<file path="config.mk">
export PLATFORM = sky130hd
export DESIGN_NAME = inv_remap
export DESIGN_NICKNAME = d
export VERILOG_FILES = /design/src/rtl/inv_remap_pkg.sv /design/src/rtl/inv_remap_remap.sv /design/src/rtl/inv_remap.sv
export SDC_FILE = /design/constraint.sdc
export NUM_CORES = 1
export LEC_CHECK = 0
export ABC_AREA = 1
export BUFFER_PORTS_ARGS = -buffer_cell sky130_fd_sc_hd__buf_2
export CAP_MARGIN = 20
export CORE_MARGIN = 1.5
export CORE_UTILIZATION = 25
export CTS_CLUSTER_DIAMETER = 30
export CTS_CLUSTER_SIZE = 24
export DETAILED_ROUTE_END_ITERATION = 12
export HOLD_SLACK_MARGIN = 0.03
export SLEW_MARGIN = 20
export SYNTH_ARGS = -nofsm -noshare
export SYNTH_HDL_FRONTEND = slang
export SYNTH_SLANG_ARGS = --single-unit
</file>
<file path="constraint.sdc">
create_clock -name clk -period 4.8 [get_ports clk]
set_input_delay 0.24 -clock clk [delete_from_list [all_inputs] [get_ports clk]]
set_output_delay 0.24 -clock clk [all_outputs]
set_load 0.02 [all_outputs]
</file>
<file path="src/rtl/inv_remap_pkg.sv">
// -----------------------------------------------------------------------------
// inv_remap_pkg
// Shared definitions for the inverse piecewise-linear mapper and its forward
// mapper `remap`.
//   W1        : m1 code width
//   W2        : m2 code width (W1-1)
//   CW        : bisection iteration counter width
//   state_t   : controller states IDLE / SEARCH / CHECK / DONE
//   SEG_*     : forward-map segment table (base value and slope shift)
// -----------------------------------------------------------------------------
package inv_remap_pkg;

    localparam int W1 = 8;
    localparam int W2 = W1 - 1;
    localparam int CW = $clog2(W1) + 1;

    typedef enum logic [1:0] {
        IDLE   = 2'd0,
        SEARCH = 2'd1,
        CHECK  = 2'd2,
        DONE   = 2'd3
    } state_t;

    // Forward map: the m1 range is split into 2^SEG_BITS equal segments
    // selected by the top m1 bits. Each segment is base + (offset >> shift).
    // The bases leave holes between segments (m2 codes that no m1 maps to),
    // and shifts >= 1 give flat runs, so both ties and gaps exist.
    localparam int SEG_BITS = 2;
    localparam int NSEG     = 1 << SEG_BITS;
    localparam int SEG_BASE  [NSEG] = '{0, 34, 52, 62};
    localparam int SEG_SHIFT [NSEG] = '{1, 2, 3, 4};

    // Overflow-free midpoint of an inclusive [lo, hi] interval with lo <= hi.
    function automatic logic [W1-1:0] bisect_mid(input logic [W1-1:0] lo,
                                                 input logic [W1-1:0] hi);
        return lo + ((hi - lo) >> 1);
    endfunction

endpackage

</file>
<file path="src/rtl/inv_remap_remap.sv">
// -----------------------------------------------------------------------------
// remap
// Combinational forward piecewise-linear mapper m1 -> m2. Monotone
// nondecreasing over the whole m1 range.
//   i_x  in  W1  m1 code
//   o_y  out W2  mapped m2 code
// -----------------------------------------------------------------------------
module remap
    import inv_remap_pkg::*;
(
    input  logic [W1-1:0] i_x,
    output logic [W2-1:0] o_y
);

    logic [W1-SEG_BITS-1:0] w_off;
    logic [W2-1:0]          w_seg_y [NSEG];

    assign w_off = i_x[W1-SEG_BITS-1:0];

    // One candidate per segment; the top bits pick the live one.
    genvar gi;
    generate
        for (gi = 0; gi < NSEG; gi++) begin : g_seg
            assign w_seg_y[gi] = W2'(SEG_BASE[gi]) + W2'(w_off >> SEG_SHIFT[gi]);
        end
    endgenerate

    assign o_y = w_seg_y[i_x[W1-1 -: SEG_BITS]];

endmodule

</file>
<file path="src/rtl/inv_remap.sv">
// -----------------------------------------------------------------------------
// inv_remap
// Inverse of the forward mapper `remap`: for a target m2 code returns the
// smallest m1 code x with remap(x) >= target, using a fixed-length bisection
// (one forward evaluation per cycle), then one CHECK cycle on the result.
//   clk        in   1   system clock, rising edge
//   rst_n      in   1   asynchronous active-low reset
//   in_valid   in   1   target present
//   in_ready   out  1   block can accept a target (IDLE only)
//   in_m2      in   W2  target m2 code
//   out_valid  out  1   result present
//   out_ready  in   1   consumer accepts result
//   out_m1     out  W1  recovered m1 code
//   out_exact  out  1   remap(out_m1) == target
//   out_sat    out  1   target above remap(all-ones); out_m1 is all-ones
// -----------------------------------------------------------------------------
module inv_remap
    import inv_remap_pkg::*;
(
    input  logic          clk,
    input  logic          rst_n,
    input  logic          in_valid,
    output logic          in_ready,
    input  logic [W2-1:0] in_m2,
    output logic          out_valid,
    input  logic          out_ready,
    output logic [W1-1:0] out_m1,
    output logic          out_exact,
    output logic          out_sat
);

    state_t        r_state;
    state_t        w_state_next;

    logic [W2-1:0] r_target;
    logic [W1-1:0] r_lo;
    logic [W1-1:0] r_hi;
    logic [CW-1:0] r_cnt;
    logic [W1-1:0] r_out_m1;
    logic          r_out_exact;
    logic          r_out_sat;

    logic [W1-1:0] w_mid;
    logic [W1-1:0] w_f_in;
    logic [W2-1:0] w_f_out;
    logic          w_ge;
    logic          w_search_last;

    // ---------------------------------------------------------------------
    // Single forward-mapper instance, shared between bisection and check.
    // ---------------------------------------------------------------------
    assign w_mid  = bisect_mid(r_lo, r_hi);
    assign w_f_in = (r_state == CHECK) ? r_lo : w_mid;

    remap u_remap (
        .i_x (w_f_in),
        .o_y (w_f_out)
    );

    assign w_ge          = (w_f_out >= r_target);
    // Always run W1 iterations, even after convergence, for fixed latency.
    assign w_search_last = (r_cnt == CW'(W1 - 1));

    // ---------------------------------------------------------------------
    // FSM: state register
    // ---------------------------------------------------------------------
    always_ff @(posedge clk or negedge rst_n) begin
        if (!rst_n) begin
            r_state <= IDLE;
        end else begin
            r_state <= w_state_next;
        end
    end

    // ---------------------------------------------------------------------
    // FSM: next state
    // ---------------------------------------------------------------------
    always_comb begin
        w_state_next = r_state;
        case (r_state)
            IDLE:    if (in_valid)      w_state_next = SEARCH;
            SEARCH:  if (w_search_last) w_state_next = CHECK;
            CHECK:                      w_state_next = DONE;
            DONE:    if (out_ready)     w_state_next = IDLE;
            default:                    w_state_next = IDLE;
        endcase
    end

    // ---------------------------------------------------------------------
    // FSM: outputs
    // ---------------------------------------------------------------------
    always_comb begin
        in_ready  = (r_state == IDLE);
        out_valid = (r_state == DONE);
    end

    assign out_m1    = r_out_m1;
    assign out_exact = r_out_exact;
    assign out_sat   = r_out_sat;

    // ---------------------------------------------------------------------
    // Search datapath and registered results
    // ---------------------------------------------------------------------
    always_ff @(posedge clk or negedge rst_n) begin
        if (!rst_n) begin
            r_target    <= '0;
            r_lo        <= '0;
            r_hi        <= '1;
            r_cnt       <= '0;
            r_out_m1    <= '0;
            r_out_exact <= 1'b0;
            r_out_sat   <= 1'b0;
        end else begin
            case (r_state)
                IDLE: begin
                    if (in_valid) begin
                        r_target <= in_m2;
                        r_lo     <= '0;
                        r_hi     <= '1;
                        r_cnt    <= '0;
                    end
                end
                SEARCH: begin
                    // Once the interval collapses, stepping lo past hi would
                    // corrupt the answer, so hold it for the remaining cycles.
                    if (r_lo != r_hi) begin
                        if (w_ge) begin
                            r_hi <= w_mid;
                        end else begin
                            r_lo <= w_mid + W1'(1);
                        end
                    end
                    r_cnt <= r_cnt + CW'(1);
                end
                CHECK: begin
                    // lo only stays below target when it reached all-ones.
                    r_out_m1    <= r_lo;
                    r_out_exact <= (w_f_out == r_target);
                    r_out_sat   <= (w_f_out <  r_target);
                end
                default: begin
                end
            endcase
        end
    end

endmodule

</file>
# After elaboration in Yosys (flattened, before gate mapping)
# Index checks and enable logic that the tools add are counted.
# totals
out_inout_bits	12
regBits	39
elab_cells	56
input_bits	11
# op_classes
bitwise	1
order_cmp	3
n_reduce_logical	7
add_sub_neg	7
eq_ne	12
muxes	18
# op_table
cell	count
8-bit two-way mux	7
8-bit one-hot mux with 2 select lines	2
7-bit binary-select mux with 2-bit select	1
7-bit two-way mux	2
2-bit inequality test (second input constant)	5
8-bit by 1-bit adder with 8-bit output (second input constant)	1
8-bit by 7-bit adder with 8-bit output	1
8-bit inequality test	1
2-bit one-hot mux with 4 select lines	1
4-bit one-hot mux with 2 select lines	1
4-bit AND reduction	2
8-bit subtractor	1
6-bit by 2-bit adder with 7-bit output (first input constant)	1
6-bit by 3-bit adder with 7-bit output (first input constant)	1
6-bit by 4-bit adder with 7-bit output (first input constant)	1
7-bit == test	1
7-bit greater-or-equal comparator	1
7-bit < comparator	1
2-bit two-way mux	3
4-bit by 1-bit adder with 4-bit output (second input constant)	1
2-bit == test (second input constant)	2
4-bit by 3-bit == test with 1-bit output (second input constant)	1
4-bit two-way mux	1
2-bit AND reduction	2
7 further kinds	7

# Logic depth before layout (Yosys ltp)
# Gate-level depths: netlist of run 1.
# logic_depth
ltp_word	11
depth_mapped	32
mapped_depth_nobuf	32

# Hierarchy
# From an unflattened synthesis of run 1, not the netlist that was laid out.
# unflattened
hier_cells	413
area_unflattened_um2	3057.9
# modules_own_cells
module	area_per_inst_um2	cells_per_inst	n_inst	seq_area_each_um2
inv_remap	2827.7	372	1	985.9
remap	230.2	41	1	0.0

# Least setup slack after synthesis of run 1
# No wires, ideal clock.
# synth_path
path_type	register -> register
startpoint	register r_hi[0]
endpoint	register r_lo[5]
stages_incl_launch_ff	27
period_less_slack_ns	3.977
path_slack_ns	0.823
path_buffers	0
required_time_ns	4.681
arrival_ns	3.858
path_cell_list	dfstp_2 inv_1 ha_1 inv_1 fa_1 a31oi_1 o21ai_0 xnor2_1 inv_1 ha_1 a21oi_1 nand3_2 nand2_1 nand3_4 nand2_4 ha_1 inv_1 nor2_1 a21oi_1 ha_1 a21oi_1 o21a_1 nand3_1 a21oi_2 inv_2 nand2_1 o21ai_2
# synth_between
elab_chain_cells	10
word_cells_on_any_way	19
# synth_lines
element	line	source
start: declaration	inv_remap.sv:37	logic [W1-1:0] r_hi;
start signal: assignment	inv_remap.sv:128	r_hi <= w_mid;
8-bit subtractor	inv_remap_pkg.sv:36	return lo + ((hi - lo) >> 1);
8-bit by 7-bit adder with 8-bit output	inv_remap_pkg.sv:36	
8-bit two-way mux	inv_remap.sv:53	assign w_f_in = (r_state == CHECK) ? r_lo : w_mid;
6-bit by 2-bit adder with 7-bit output (tied with other cells)	inv_remap_remap.sv:24	assign w_seg_y[gi] = W2'(SEG_BASE[gi]) + W2'(w_off >> SEG_SHIFT[gi]);
7-bit binary-select mux with 2-bit select	inv_remap_remap.sv:28	assign o_y = w_seg_y[i_x[W1-1 -: SEG_BITS]];
7-bit two-way mux (implied by the code) (2 in series)	inv_remap_remap.sv:28	
7-bit greater-or-equal comparator	inv_remap.sv:60	assign w_ge = (w_f_out >= r_target);
2-bit inequality test (no source line)	-	
4-bit AND reduction (no source line)	-	
end signal: assignment	inv_remap.sv:130	r_lo <= w_mid + W1'(1);
end: declaration	inv_remap.sv:36	logic [W1-1:0] r_lo;
# Several ways; a longest one is shown, not always the timed one. The select of a mux whose other input is x is not followed.
# A chain may end at the register's enable or synchronous reset.

# Worst setup path in the final report of run 1
# Same ends and word-level chain as after synthesis.

==> metrics.txt, run 1 <==
status completed; Slew Limit Fails 0; Async SR Flop Fraction 100.0%; Port Buf Inserts 22; clock-pin slew on the worst setup and hold paths 60 ps; Setup crit end r_lo[5]$_DFFE_PN0P_; Slew @ Worst Pin roughly 910 ps; FP Rows 39; GP Congestion between 0.8 and 0.9; root buffer selected by CTS clkbuf_16; total of max-cap violations 0; DRT Wirelength roughly 7500 um; clk sinks 39; Hold Path Class primary input to async pin; vias per inst ~4.7; Pre-antenna DRT Iters 4; CTS tree yes; Critical Path AT roughly 4600 ps; CORE AREA 11470 sq um; total track usage 12.22%; Worst path depth 28; clock skew between 2 and 3 ps; EDFF count, synth 0; register bit total from synthesis 39; Avg Synthesized Cell Area about 7.4 sq um; Area after DPL 3234 sq um; Final Cycle Share 92.46%; Via Count 2691; largest net degree at the start of global routing 40; Die ar. about 13000 sq um; yosys warns 0; crit path launch type flip-flop; chip height between 100 and 150 um; Area Growth Syn to Fin 16.69%; Worst Setup Path Type flip-flop to flip-flop; synthesized area between 2000 and 3000 sq um; fraction of layout cells with a size suffix above 1 between 10% and 20%; detailed placement HPWL 5776 um; global-route wire length before repair 12540 um; Longest Clk Path Bufs 2; initial antenna violation count 0; n_diodes 0; reg2reg end r_lo[5]$_DFFE_PN0P_; I/O pin count 23; CP bufs+invs 5; Fillers between 1k and 1.5k; Setup crit start r_hi[0]$_DFFE_PN1P_; Worst path slowest cell dfstp_2; Final Net Count between 400 and 500; First DRT Iteration DRCs about 150; number of library cell types mapped by synthesis 34; RSZ-0062 raised after global routing no; worst rel slew slack slightly below 40%; DRC Markers 0; final core occ a little under a third; Worst-Skew Late Latency approximately 280 ps; CTS Buf Count 5; Routed Antenna Nets 0; Mapped Nets between 400 and 500; vias in the first global route ~2.6k; Congestion Overflow GR 0; ys flop type dfrtp_1; H-tree levels 2; CP Data Required Time 4970 ps; Routed wire per std cell around 13 um; Mapped Cells 401; final setup fails 0; Seq/Total Area, Yosys 33.29%; reg-to-reg slack, setup 360 ps; CP max stage delay 530 ps; Design Area, Final about 3500 sq um; reg2reg path depth 28; crit-path leading delay family adder cells; max frequency around 0.23 GHz; crit path max fanout 10; Critical R2R Launch r_hi[0]$_DFFE_PN1P_; CTS Hold Bufs 0; Final TNS setup 0 ps; Min Clock Period, post-route between 4000 and 5000 ps; Worst setup EP type flip-flop; Die X-Extent 111.8 um; hold violation count in the final report 0; initial core utilization approximately a quarter
-- routing by layer --
metal | global-route usage (%) | vias to the layer above | share of wire, %
li1 | - | 1366 | -
met1 | 16.34 | 1263 | 47
met2 | 20.69 | 56 | 48
met3 | 2.341 | 6 | 3.9
met4 | 2.278 | 0 | 1.2
met5 | 0 | - | 0
-- timing repair --
item	CTS	global route
buffers inserted	0	1
hold endpoints to repair	0	0
endpoints found under the setup margin	0	16
resized for setup	0	9
-- cells in the mapped netlist (4+ instances only) --
library cell,count,area [sq um]
dfstp_2,8,210.2
ha_1,30,375.4
inv_2,4,15.01
nand4_1,8,50.05
inv_1,57,214.0
nand3_1,37,185.2
dfrtp_1,31,775.7
o21ai_0,17,85.08
xnor2_1,5,43.79
a21oi_1,37,185.2
nor2_1,20,75.07
nand2_2,10,62.56
nand2_1,101,379.1
-- how the worst min path moves through the flow --
stage / cells past startpoint / to / start
6_report: 1 / out_m1[4]$_DFFE_PN0P_ / rst_n
3_5_place_dp: 1 / out_m1[4]$_DFFE_PN0P_ / rst_n
3_3_place_gp: 1 / out_m1[7]$_DFFE_PN0P_ / rst_n
2_1_floorplan: 0 / out_exact$_DFFE_PN0P_ / rst_n
5_1_grt: 1 / out_m1[4]$_DFFE_PN0P_ / rst_n
4_1_cts: 1 / out_m1[4]$_DFFE_PN0P_ / rst_n
-- cell type report --
| type | count | area [sq um] | share of cell area [%] |
|---|---|---|---|
| tap | 143 | 178.9 | 5.177 |
| inverter | 62 | 246.5 | 7.133 |
| multi-input combinational | 296 | 1758 | 50.87 |
| timing repair buffer | 23 | 117.6 | 3.403 |
| clock buffer | 5 | 125.1 | 3.621 |
| clock inverter | 3 | 43.79 | 1.267 |
| sequential | 39 | 985.9 | 28.53 |
-- registers in the layout (all words and copies together), names as in the netlist --
register and count:
out_m1 8, r_hi 8, r_lo 8, r_target 7, r_cnt 4, r_state 2
out_exact 1, out_sat 1
-- metrics by stage --
step                cells  worst slack [ps]  hold WS [ps]
detailed placement    562             244.8         420.9
global route          571             7.446         180.3
finish                571             361.9         91.03
CTS                   570             224.5         127.4
global placement      562             353.8         416.4
floorplan             401             823.1        -55.59
-- cells by family (layout without fill, tap and decap cells) --
| kind of cell | Yosys count | after routing | synth area share (%) |
|---|---|---|---|
| AO/OA/AOI/OAI | 68 | 68 | 12.51 |
| XOR/XNOR | 7 | 7 | 2.070 |
| adder cells (fa/ha/maj) | 32 | 32 | 14.03 |
| buffers and inverters | 66 | 93 | 8.872 |
| flip-flops | 39 | 39 | 33.29 |
| multiplexers | 1 | 1 | 0.3802 |
| AND/OR/NAND/NOR | 188 | 188 | 28.85 |
-- cell usage in the layout (no fill, tap or decap), types with 2 or more instances in the layout --
master     instances
nand4_1            8
fa_1               2
clkbuf_16          5
a21oi_1           36
inv_1             57
xnor2_1            5
o22ai_1            2
o21ai_1            4
ha_2               2
dfstp_2            8
o21ai_0           16
o21ai_2            3
nand3_2            3
nand2_2           10
nand3b_1           2
dfrtp_1           31
nand2_4            2
nor3_1             3
buf_2             22
inv_2              4
nand2_1          101
nand3_1           36
nor2_1            20
xor2_1             2
ha_1              27
Power of run 1 is left out: the tool's default activity adds up to more than one toggle a clock period on the data nets, which glitch-free logic cannot reach.
==> run 2: changes to the inputs <==
--- a/config.mk
+++ b/config.mk
@@ -17,4 +17,5 @@
 export SLEW_MARGIN = 20
 export SYNTH_ARGS = -nofsm -noshare
 export SYNTH_HDL_FRONTEND = slang
+export SYNTH_HIERARCHICAL = 1
 export SYNTH_SLANG_ARGS = --single-unit
==> run 2 against run 1 <==
  * Synthesized area up 3.1%
  * Hold slack worse by 12 ps
  * Sequential share of layout area fell by 2.5 points
  * Synthesized cell count grew 2.7%
  * Largest cell class unchanged
  * Critical path depth increased by 3
==> metrics.txt, run 2 <==
most frequent cells in the layout 111 x nand2_1, 56 x inv_1, 30 x dfrtp_1; area of the multi-input gates roughly 1900 sq um; Congestion Overflow GR 0; Mapped Nets roughly 460; reg2reg path depth 31; Hold Path Class primary input to async pin; CTS Buf Count 5; yosys warns 6; Longest Clk Path Bufs 2; register area ~990 sq um; max frequency about 0.22 GHz; DRC Markers 0; Final WS setup about 190 ps; DRT Wirelength slightly below 8000 um; clk sinks 39; Worst Setup Path Type flip-flop to flip-flop; hold violation count in the final report 0; I/O pin count 23; worst slack at placement 68.53 ps; Routed wire per std cell 12.63 um; Routed Antenna Nets 0; Slew Limit Fails 0; clock skew 3.706 ps; Worst-Skew Late Latency between 200 and 300 ps; CP max stage delay about 400 ps; Via Count between 2k and 3k; detailed placement HPWL roughly 5600 um; root buffer selected by CTS clkbuf_16; CP Data Required Time about 5000 ps; FP Rows 40; RSZ-0062 raised after global routing yes; Min Hold Slack 79.27 ps; Pre-antenna DRT Iters 4; Post-Layout Cell Count 610; GP Congestion between 0.8 and 0.9; crit-path leading delay family simple AND/OR/NAND/NOR gates; vias in the first global route approximately 2.6k; Critical R2R Launch r_lo[0]$_DFFE_PN0P_; status completed; fraction of layout cells with a size suffix above 1 around 29%; placed cells between 500 and 600; crit path launch type flip-flop; reg2reg end r_lo[5]$_DFFE_PN0P_; initial antenna violation count 0; total track usage a little under an eighth; Port Buf Inserts 22; First DRT Iteration DRCs 89; CP bufs+invs 5; synthesized area just over 3000 sq um; total of max-cap violations 0; Fillers between 1k and 1.5k; clock-pin slew on the worst setup and hold paths ~60 ps; chip height roughly 110 um; worst rel slew slack between 40% and 50%; Final Cycle Share ~96%; Critical Path AT 4820 ps; vias per inst roughly 4.6; global-route wire length before repair between 10000 and 15000 um; Die ar. approximately 13000 sq um; Slew @ Worst Pin a little under 900 ps; Worst setup EP type flip-flop; n_diodes 0; H-tree levels 2; met2 GRT Util 20.64%; final core occ a little under a third; Worst path slowest cell dfrtp_1; cell mode on critical path nand2_1; Final Net Count 506; Die X-Extent roughly 110 um; Area Growth Syn to Fin 24.26%; crit path max fanout 5; reg-to-reg slack, setup 190 ps; GR peak layer met2; largest net degree at the start of global routing 40; most common cell after layout, fill and taps aside nand2_1; Mapped Cells around 410; met1 usage around 15%; grt met3 use roughly 2.3%; Avg Synthesized Cell Area between 7 and 8 sq um; CORE AREA roughly 12000 sq um; initial core utilization 25.52%; CTS tree yes; Min Clock Period, post-route 4605 ps; final setup fails 0
[run 2: how the worst max path moves through the flow]
stage	from	end	slack [ps]	cells past startpoint
2_1_floorplan	r_hi[0]$_DFFE_PN1P_	r_hi[6]$_DFFE_PN1P_	410	33
3_3_place_gp	r_lo[0]$_DFFE_PN0P_	r_hi[0]$_DFFE_PN1P_	140	29
3_5_place_dp	r_lo[0]$_DFFE_PN0P_	r_hi[0]$_DFFE_PN1P_	70	29
4_1_cts	r_lo[0]$_DFFE_PN0P_	r_hi[0]$_DFFE_PN1P_	7	32
5_1_grt	r_lo[0]$_DFFE_PN0P_	r_lo[5]$_DFFE_PN0P_	-70	31
6_report	r_lo[0]$_DFFE_PN0P_	r_lo[5]$_DFFE_PN0P_	190	31
[run 2: repair_timing]
item / 4_1_cts / 5_1_grt
setup endpoints to repair: 0 / 16
hold buffers: 0 / 0
buffers inserted: 0 / 21
resized for setup: 0 / 41
[run 2: layout make-up]
type                       instances  area share [%]
timing repair buffer              51           9.169
clock buffer                       6           3.397
clock inverter                     2          0.3298
inverter                          66           6.860
multi-input combinational        299           49.37
tap                              147           4.848
sequential                        39           26.02
[run 2: per-layer routing]
metal  part of all wire [%]  routed length (um)
met1                     46                3560
met2                     50                3816
met3                    2.7                 206
met4                    1.5                 118
met5                      0                   0
[run 2: worst register-to-register path: cells and delay by family (launching register included)]
kind / cells / cell delay, ps
flip-flops: 1 / 410
XOR/XNOR: 1 / 90
buffers and inverters: 5 / 560
adder cells (fa/ha/maj): 4 / 1280
AO/OA/AOI/OAI: 6 / 670
AND/OR/NAND/NOR: 15 / 1540
[run 2: through the flow]
stage               instance area (sq um)  setup TNS [ps]
global placement                     3342               0
floorplan                            3053               0
global route                         3794          -331.6
detailed placement                   3342               0
CTS                                  3483               0
finish                               3794               0
Power of run 2 is left out for the same reason.
==> run 3: changes to the inputs <==
--- a/config.mk
+++ b/config.mk
@@ -5,7 +5,6 @@
 export SDC_FILE = /design/constraint.sdc
 export NUM_CORES = 1
 export LEC_CHECK = 0
-export ABC_AREA = 1
 export BUFFER_PORTS_ARGS = -buffer_cell sky130_fd_sc_hd__buf_2
 export CAP_MARGIN = 20
 export CORE_MARGIN = 1.5
==> run 3 against run 2 <==
  * Final cell count is 14% lower
  * Synthesized area is 6.3% lower
  * Sequential share of layout area down 0.86 points
  * Clock skew rose by 0.84 ps
  * Design area grew 3.3%
  * Global-route usage rose by 0.45 points
  * Count of clock-buffer cells in the layout unchanged
  * Register-to-register slack worse by 180 ps
  * Synthesized cell count shrank 23%
  * Critical endpoint is now r_hi[7]$_DFFE_PN1P_
  * Highest routed layer unchanged
==> metrics.txt, run 3 <==
yosys warns 6; clock-pin slew on the worst setup and hold paths 60 ps; Hold Path Class primary input to async pin; final setup fails 0; Port Buf Inserts 22; Pre-antenna DRT Iters 4; initial antenna violation count 0; clk sinks 39; DRC Markers 0; global-route wire length before repair approximately 12000 um; largest net degree at the start of global routing 40; register area 985.9 sq um; detailed placement HPWL around 5200 um; Worst Setup Path Type flip-flop to flip-flop; Congestion Overflow GR 0; GP Congestion 0.8124; CTS Hold Bufs 0; synthesized area approximately 2900 sq um; Final Net Count 427; max frequency roughly 0.21 GHz; root buffer selected by CTS clkbuf_16; I/O pin count 23; Area Growth Syn to Fin 36.95%; total track usage around an eighth; Setup crit start r_hi[0]$_DFFE_PN1P_; hold violation count in the final report 0; Via Count between 2k and 2.5k; Avg Synthesized Cell Area approximately 9.0 sq um; RSZ-0062 raised after global routing yes; Final TNS setup 0 ps; Routed Antenna Nets 0; Design Area, Final 3919 sq um; CORE AREA 10980 sq um; n_diodes 0; Critical Path AT 4990 ps; clock skew between 4 and 5 ps; Mapped Cells roughly 320; initial core utilization about a quarter; Final Cycle Share roughly 100%; chip height 110.0 um; crit path launch type flip-flop; Mapped Nets between 300 and 400; Slew Limit Fails 0; most common cell after layout, fill and taps aside inv_1; Slew @ Worst Pin around 900 ps; Min Clock Period, post-route about 4800 ps; CTS Buf Count 5; FP Rows 38; total of max-cap violations 0; crit path max fanout 8; CTS tree yes; Worst-Skew Late Latency around 280 ps; fraction of layout cells with a size suffix above 1 41.67%; Routed wire per std cell about 14 um; CP Data Required Time around 5000 ps; final core occ between 30% and 40%; Die ar. around 12000 sq um; Worst setup EP type flip-flop; First DRT Iteration DRCs 82; DRT Wirelength just over 7000 um; H-tree levels 2; Fillers roughly 1.1k; Area after DPL about 3400 sq um; status completed; most frequent cells in the layout 41 x inv_1, 40 x buf_4, 31 x dfrtp_1; vias in the first global route around 2.5k; Critical R2R Launch r_hi[0]$_DFFE_PN1P_; Longest Clk Path Bufs 2; vias per inst ~4.7; area of the multi-input gates 1959 sq um; Die X-Extent between 100 and 150 um; worst rel slew slack between 40% and 50%
-- run 3: cell count changes in the layout (fill, tap and decap cells not counted), moves of 4 or more --
cell,change
nand2_1,-89
nor2_1,-20
buf_4,+15
inv_1,-15
nand3_1,-12
nand2_2,-11
a21oi_1,-10
xnor2_1,+9
a21oi_2,+8
mux2_2,+7
o21ai_0,+6
nand3_2,-5
nor2b_1,+4
xor2_1,+4
-- run 3: per-layer routing --
layer / global-route usage [%] / vias to the layer above / share of wire, %
li1: - / 1213 / -
met1: 14.87 / 1203 / 43
met2: 21.69 / 42 / 52
met3: 1.999 / 12 / 2.6
met4: 5.102 / 0 / 2.1
met5: 0 / - / 0
-- run 3: path summary, 6_finish.rpt --
check                      slack [ps]  depth (start not counted)                       to
setup / recovery                   20                         25      r_hi[7]$_DFFE_PN1P_
hold / removal                     90                          1      r_lo[6]$_DFFE_PN0P_
setup reg to reg                   20                         25      r_hi[7]$_DFFE_PN1P_
hold reg to reg                   490                          2      r_hi[6]$_DFFE_PN1P_
max in group asynchronous        4170                          1   r_state[0]$_DFFE_PN0P_
min in group clk                  190                          2  r_target[2]$_DFFE_PN0P_
-- run 3: final cells by class --
cell class	instances	area share, %
clock inverter	2	0.8940
tap	140	4.470
clock buffer	6	3.544
inverter	48	4.662
timing repair buffer	64	11.27
multi-input combinational	225	50.00
sequential	39	25.16
-- run 3: stage by stage --
step           hold slack [ps]  cells  setup WS [ps]
6_report                 85.48    524          16.32
5_1_grt                  165.8    524         -221.1
4_1_cts                  122.2    520          12.79
3_5_place_dp             413.9    509         -358.6
3_3_place_gp             409.4    509         -200.7
2_1_floorplan           -55.59    319          12.88
-- run 3: critical path, stage by stage, from the launching register on --
cell and delay, ps:
dfstp_2 550, inv_2 50, ha_4 160, nor2b_1 130, o21ai_2 80, a21boi_2 190
o21ai_2 90, buf_4 130, a21oi_1 150, xnor2_1 80, ha_1 350, inv_1 90
a311o_1 390, a211oi_4 260, o21ai_1 100, buf_4 170, buf_12 130, mux4_2 280
inv_2 80, ha_4 190, nand2b_4 140, a211oi_4 280, o21bai_4 140, o21ba_4 310
nor2_2 130, a21oi_2 40
-- run 3: repair_timing --
action	4_1_cts	5_1_grt
buffers inserted	2	4
pin swaps	10	40
cloned	1	0
resized for setup	17	67
endpoints found under the hold margin	0	0
setup endpoints to repair	16	17
Power of run 3 is left out for the same reason.
